<file path="config.mk">
export PLATFORM = sky130hd
export DESIGN_NAME = ahb_bridge_arbiter
export DESIGN_NICKNAME = d
export VERILOG_FILES = /design/src/rtl/ahb_bridge_arbiter.sv
export SDC_FILE = /design/constraint.sdc
export NUM_CORES = 1
export LEC_CHECK = 0
export CORE_AREA = 3 3 109 111
export DETAILED_ROUTE_END_ITERATION = 6
export DIE_AREA = 0 0 112 114
export PLACE_DENSITY = 0.78
export SLEW_MARGIN = 10
export SYNTH_ARGS = -nofsm -noshare
export SYNTH_HDL_FRONTEND = slang
export SYNTH_SLANG_ARGS = --single-unit
</file>
<file path="constraint.sdc">
create_clock -name hclk -period 5.22 [get_ports hclk]
set_clock_uncertainty 0.1 [all_clocks]
set_input_delay 1.044 -clock hclk [delete_from_list [all_inputs] [get_ports hclk]]
set_output_delay 1.044 -clock hclk [all_outputs]
set_load 0.05 [all_outputs]
</file>
<file path="src/rtl/ahb_bridge_arbiter.sv">
// Shares the AHB-to-APB bridge slave port between NUM_MASTERS AHB masters.
// Round-robin by default; define ARB_FIXED_PRIO_EN for fixed priority (lowest index wins).
module ahb_bridge_arbiter #(
  parameter int NUM_MASTERS = 3,
  parameter int ADDR_W      = 32,
  parameter int DATA_W      = 32,
  parameter int MAX_BEATS   = 4
) (
  input  logic                          hclk,
  input  logic                          hresetn,
  input  logic [NUM_MASTERS-1:0]        hbusreq,
  output logic [NUM_MASTERS-1:0]        hgrant,
  output logic [1:0]                    hmaster,
  input  logic [NUM_MASTERS*ADDR_W-1:0] m_haddr,
  input  logic [NUM_MASTERS*2-1:0]      m_htrans,
  input  logic [NUM_MASTERS-1:0]        m_hwrite,
  input  logic [NUM_MASTERS*DATA_W-1:0] m_hwdata,
  input  logic                          hready,
  output logic [ADDR_W-1:0]             haddr,
  output logic [1:0]                    htrans,
  output logic                          hwrite,
  output logic [DATA_W-1:0]             hwdata,
  output logic                          hready_in
);

  localparam int BEAT_W = (MAX_BEATS > 1) ? $clog2(MAX_BEATS) : 1;
  localparam logic [BEAT_W-1:0] LAST_BEAT = BEAT_W'(MAX_BEATS - 1);

  typedef enum logic {IDLE, OWNED} state_t;

  state_t              state;
  logic [1:0]          hmaster_d;
  logic [BEAT_W-1:0]   beat_cnt;
  logic [ADDR_W-1:0]   sel_addr;
  logic [1:0]          sel_trans;
  logic                sel_write;
  logic [DATA_W-1:0]   sel_wdata;
  logic                owner_req;
  logic                at_limit;
  logic                rearb;
  logic [1:0]          search_start;
  logic                win_found;
  logic [1:0]          winner;
`ifndef ARB_FIXED_PRIO_EN
  logic [1:0]          rr_ptr;
`endif

  function automatic logic [1:0] next_idx(input logic [1:0] idx);
    return (int'(idx) >= NUM_MASTERS - 1) ? 2'd0 : idx + 2'd1;
  endfunction

  // Address/control follow the address-phase owner, write data the data-phase owner.
  // NOTE: every always_comb output gets a default first so no latch is inferred.
  always_comb begin
    sel_addr  = m_haddr[ADDR_W-1:0];
    sel_trans = m_htrans[1:0];
    sel_write = m_hwrite[0];
    owner_req = hbusreq[0];
    sel_wdata = m_hwdata[DATA_W-1:0];
    for (int i = 1; i < NUM_MASTERS; i++) begin
      if (hmaster == 2'(i)) begin
        sel_addr  = m_haddr[i*ADDR_W +: ADDR_W];
        sel_trans = m_htrans[i*2 +: 2];
        sel_write = m_hwrite[i];
        owner_req = hbusreq[i];
      end
      if (hmaster_d == 2'(i)) sel_wdata = m_hwdata[i*DATA_W +: DATA_W];
    end
  end

  always_comb begin
    at_limit = (beat_cnt == LAST_BEAT);
    rearb    = !owner_req;
`ifdef ARB_FIXED_PRIO_EN
    if (at_limit && |(hbusreq & (hgrant - NUM_MASTERS'(1)))) rearb = 1'b1;
    search_start = 2'd0;
`else
    if (at_limit && |(hbusreq & ~hgrant)) rearb = 1'b1;
    search_start = (state == IDLE) ? rr_ptr : next_idx(hmaster);
`endif
  end

  // Circular search: first pass covers [start, N-1], second pass wraps to [0, start-1].
  always_comb begin
    win_found = 1'b0;
    winner    = 2'd0;
    for (int j = 0; j < NUM_MASTERS; j++) begin
      if (!win_found && hbusreq[j] && (2'(j) >= search_start)) begin
        win_found = 1'b1;
        winner    = 2'(j);
      end
    end
    for (int j = 0; j < NUM_MASTERS; j++) begin
      if (!win_found && hbusreq[j]) begin
        win_found = 1'b1;
        winner    = 2'(j);
      end
    end
  end

  // NOTE: sequential state uses non-blocking assignments so every register samples pre-edge values.
  always_ff @(posedge hclk or negedge hresetn) begin
    if (!hresetn) begin
      state     <= IDLE;
      hgrant    <= '0;
      hmaster   <= 2'd0;
      hmaster_d <= 2'd0;
      beat_cnt  <= '0;
`ifndef ARB_FIXED_PRIO_EN
      rr_ptr    <= 2'd0;
`endif
    end else if (hready) begin
      hmaster_d <= hmaster;
      case (state)
        IDLE: begin
          if (win_found) begin
            state    <= OWNED;
            hgrant   <= NUM_MASTERS'(1) << winner;
            hmaster  <= winner;
            beat_cnt <= '0;
          end
        end
        OWNED: begin
          if (rearb) begin
            beat_cnt <= '0;
            if (win_found) begin
              hgrant  <= NUM_MASTERS'(1) << winner;
              hmaster <= winner;
`ifndef ARB_FIXED_PRIO_EN
              rr_ptr  <= next_idx(winner);
`endif
            end else begin
              state  <= IDLE;
              hgrant <= '0;
            end
          end else if (at_limit) begin
            // Sole requester at the beat limit keeps the bus with a fresh count.
            beat_cnt <= '0;
          end else if (sel_trans[1]) begin
            beat_cnt <= beat_cnt + BEAT_W'(1);
          end
        end
        default: state <= IDLE;
      endcase
    end
  end

  assign haddr     = sel_addr;
  assign htrans    = (state == OWNED) ? sel_trans : 2'b00;
  assign hwrite    = sel_write;
  assign hwdata    = sel_wdata;
  assign hready_in = hready;

endmodule

</file>
==> summary.md <==
| Metric | Value |
|---|---|
| Finished Core Util | 52.4% |
| Vias in the first global route | 3,742 |
| GRT Overall Usage | 17.1% |
| Core Rows | 38 |
| CP cell instances | buf_4 -> mux2i_1 -> a21oi_1 -> clkdlybuf4s50_1 |
| Seq/Total Area, Yosys | 10.6% |
| RSZ-0062 raised after global routing | false |
| ANT cells | 0 |
| Total CTS buffers | 3 |
| Slew headroom | 26.3% |
| Vias | 3,822 |
| CP endpoint kind | primary output |
| Postcts setup bufs | 0 |
| Total grt overflow | 0 |
| Yosys cell types | 37 |
| EDFF count, synth | 0 |
| Top_reg_cell synth | dfrtp_1 |
| Post-route clock period utilization | 78.4% |
| Die width | 112 um |
| Vias/cell | 5.06 |
| Worst-path clk slew | 0.05 ns |
| WP buf/inv | 2 |
| Die height | 114 um |
| CP top delay family | buffers and inverters |
| CTS tree | built |
| Post-DRT Antenna Nets | 0 |
| Starting density of the core | 26.1% |
| Count leader, synth | mux2i_1 |
| DRC | 0 |
| Root Driver | clkbuf_8 |
| # resized after CTS | 0 |
| Ys Warns | 0 |
| DP Worst Slack | 1.19 ns |
| Io pins | 280 |
| Worst hold-check path type | reg2reg |
| H-tree depth | 1 |
| Startpoint types | register |
| Worst-Skew Late Latency | 0.24 ns |
| CTS Hold Bufs | 0 |
| Leak | 2.04 nW |
| Final hold slack | 0.445 ns |
| CTS sink cnt | 12 |
| Number of synthesized register bits | 12 |
| Die area | 0.0128 mm2 |
| Max-slew violation count | 0 |
| Filler cells | 1,032 |
| Slowest cell on crit path | dfrtp_4 |
| Initial antenna violation count | 0 |
| Crit path DAT | 2.95 ns |
| Final setup viols | 0 |
| Routability cong. | 0.844 |
| Power density over the cells | 639 mW/mm2 |
| Max FO, Critical Path | 89 |
| DR WL/cell | 16.2 um |
| Final nets | 824 |
| Worst Max-Slew Pin Slew | 1.11 ns |
| Wirelength, routed | 12.3 mm |
| Final setup TNS | 0 ns |
| Clk buf depth | 2 |
| First-pass GRT wire length | 18.3 mm |
| WP data required | 4.08 ns |
| Final WS setup | 1.13 ns |
| Average size of a mapped cell | 7.65 um2 |
| Largest cells by area after synthesis | mux2i_1 (25%), a211oi_1 (18%), nor2b_1 (15%) |
| Share of post-route cells with drive strength above 1 | 3.58% |
| Synth async-reset ratio | 100% |
| Outcome | finished, final reports clean |
| FMAX | 244 MHz |
| Post-synth top area cell | mux2i_1 |
| Total core area | 0.0109 mm2 |
| Mapped Area | 0.00284 mm2 |
| Drt first pass iters | 4 |
| Syn Inst Count | 371 |
| Buffers on Ports | 279 |
| Flop-to-flop setup slack | 2.64 ns |
| CP peak stage delay | 1.05 ns |
| Crit Path Class | reg2out |
| Crit path time final | 4.09 ns |
| Most frequent cells after synthesis | mux2i_1 (71), nor2b_1 (69), a211oi_1 (67) |
| Hpwl dp | 10.1 mm |
| Worst vdd ir | 0.488 mV |
| First-iteration detailed-routing DRC count | 204 |
| Top-area cell type share of the netlist area | 25.1% |
| Largest net degree at the start of global routing | 98 |
| Layout area overhead | 101% |
| Fin. Hold Viols | 0 |
| Max Cap Viol | 0 |
| Syn Nets | 579 |
-- area by class of cell --
type,instances,area [um2],area share (%)
inverters,4,15.0,0.263
well taps,140,175,3.07
repair buffers,281,2810,49.3
multi-input cells,314,2350,41.2
flip-flops and latches,12,310,5.44
clock buffers,4,45.0,0.790
-- cells by family (layout without fill, tap and decap cells) --
group	count (synthesis)	after routing	share of synthesized area, %
buffers and inverters	45	289	6.66
adder cells (fa/ha/maj)	1	1	0.441
XOR/XNOR	1	1	0.309
AND/OR/NAND/NOR	83	83	18.7
flip-flops	12	12	10.6
AO/OA/AOI/OAI	152	152	35.9
multiplexers	77	77	27.4
-- sequential cells by signal, summed over array words and instances, names as in the netlist --
| name | cells |
|---|---|
| hgrant | 3 |
| beat_cnt | 2 |
| hmaster | 2 |
| hmaster_d | 2 |
| rr_ptr | 2 |
| state | 1 |
-- path summary, 6_finish.rpt --
kind,startpoint,to,cells after the start
max in group asynchronous,hresetn,hmaster[1],1
setup / recovery,hmaster[1],haddr[13],4
setup reg to reg,hmaster[1],hmaster[1],4
hold / removal,beat_cnt[1],beat_cnt[1],2
hold reg to reg,beat_cnt[1],beat_cnt[1],2
min in group asynchronous,hresetn,state,1
-- per-layer routing --
layer  global-route usage [%]  wire (um)  vias up
met3                     4.93       1160       12
li1                         -          -     1916
met1                     18.8       4640     1711
met5                        0          0        -
met4                     3.37        176        0
met2                     32.6       6270      183
-- cells in the final DEF, fill, tap and decap left out, drive strengths merged, types with 2 or more instances in the layout --
cell	synthesis	routed
buf	17	2
a31oi	2	2
o2111ai	2	2
inv	4	4
o31ai	4	4
a211oi	68	68
clkdlybuf4s50	0	279
a21oi	66	66
dfrtp	12	12
o21ai	2	2
or3b	5	5
mux2	6	6
clkbuf	24	4
mux2i	71	71
nor2b	69	69
a32o	3	3
-- worst min-delay path, cell delays in order (launching register included) --
cell,delay (ns)
dfrtp_1,0.39
inv_1,0.06
mux2i_1,0.06
-- report_power, final --
group / switching, W / total (W) / internal [W] / leakage, nW
sequential: 0.000344 / 0.000478 / 0.000134 / 0.146
clock: 0.0000301 / 0.0000835 / 0.0000534 / 0.0228
combinational: 0.00189 / 0.00308 / 0.00120 / 1.87
total: 0.00226 / 0.00365 / 0.00139 / 2.04
-- through the flow --
step | cells | cell area, um2 | total power [W]
finish | 755 | 5700 | 0.00365
global route | 755 | 5700 | 0.00384
CTS | 755 | 5700 | 0.00366
detailed placement | 751 | 5660 | 0.00357
global placement | 751 | 5660 | 0.00351
floorplan | 371 | 2840 | 0.00255
Power figures use the tool's default switching activity.
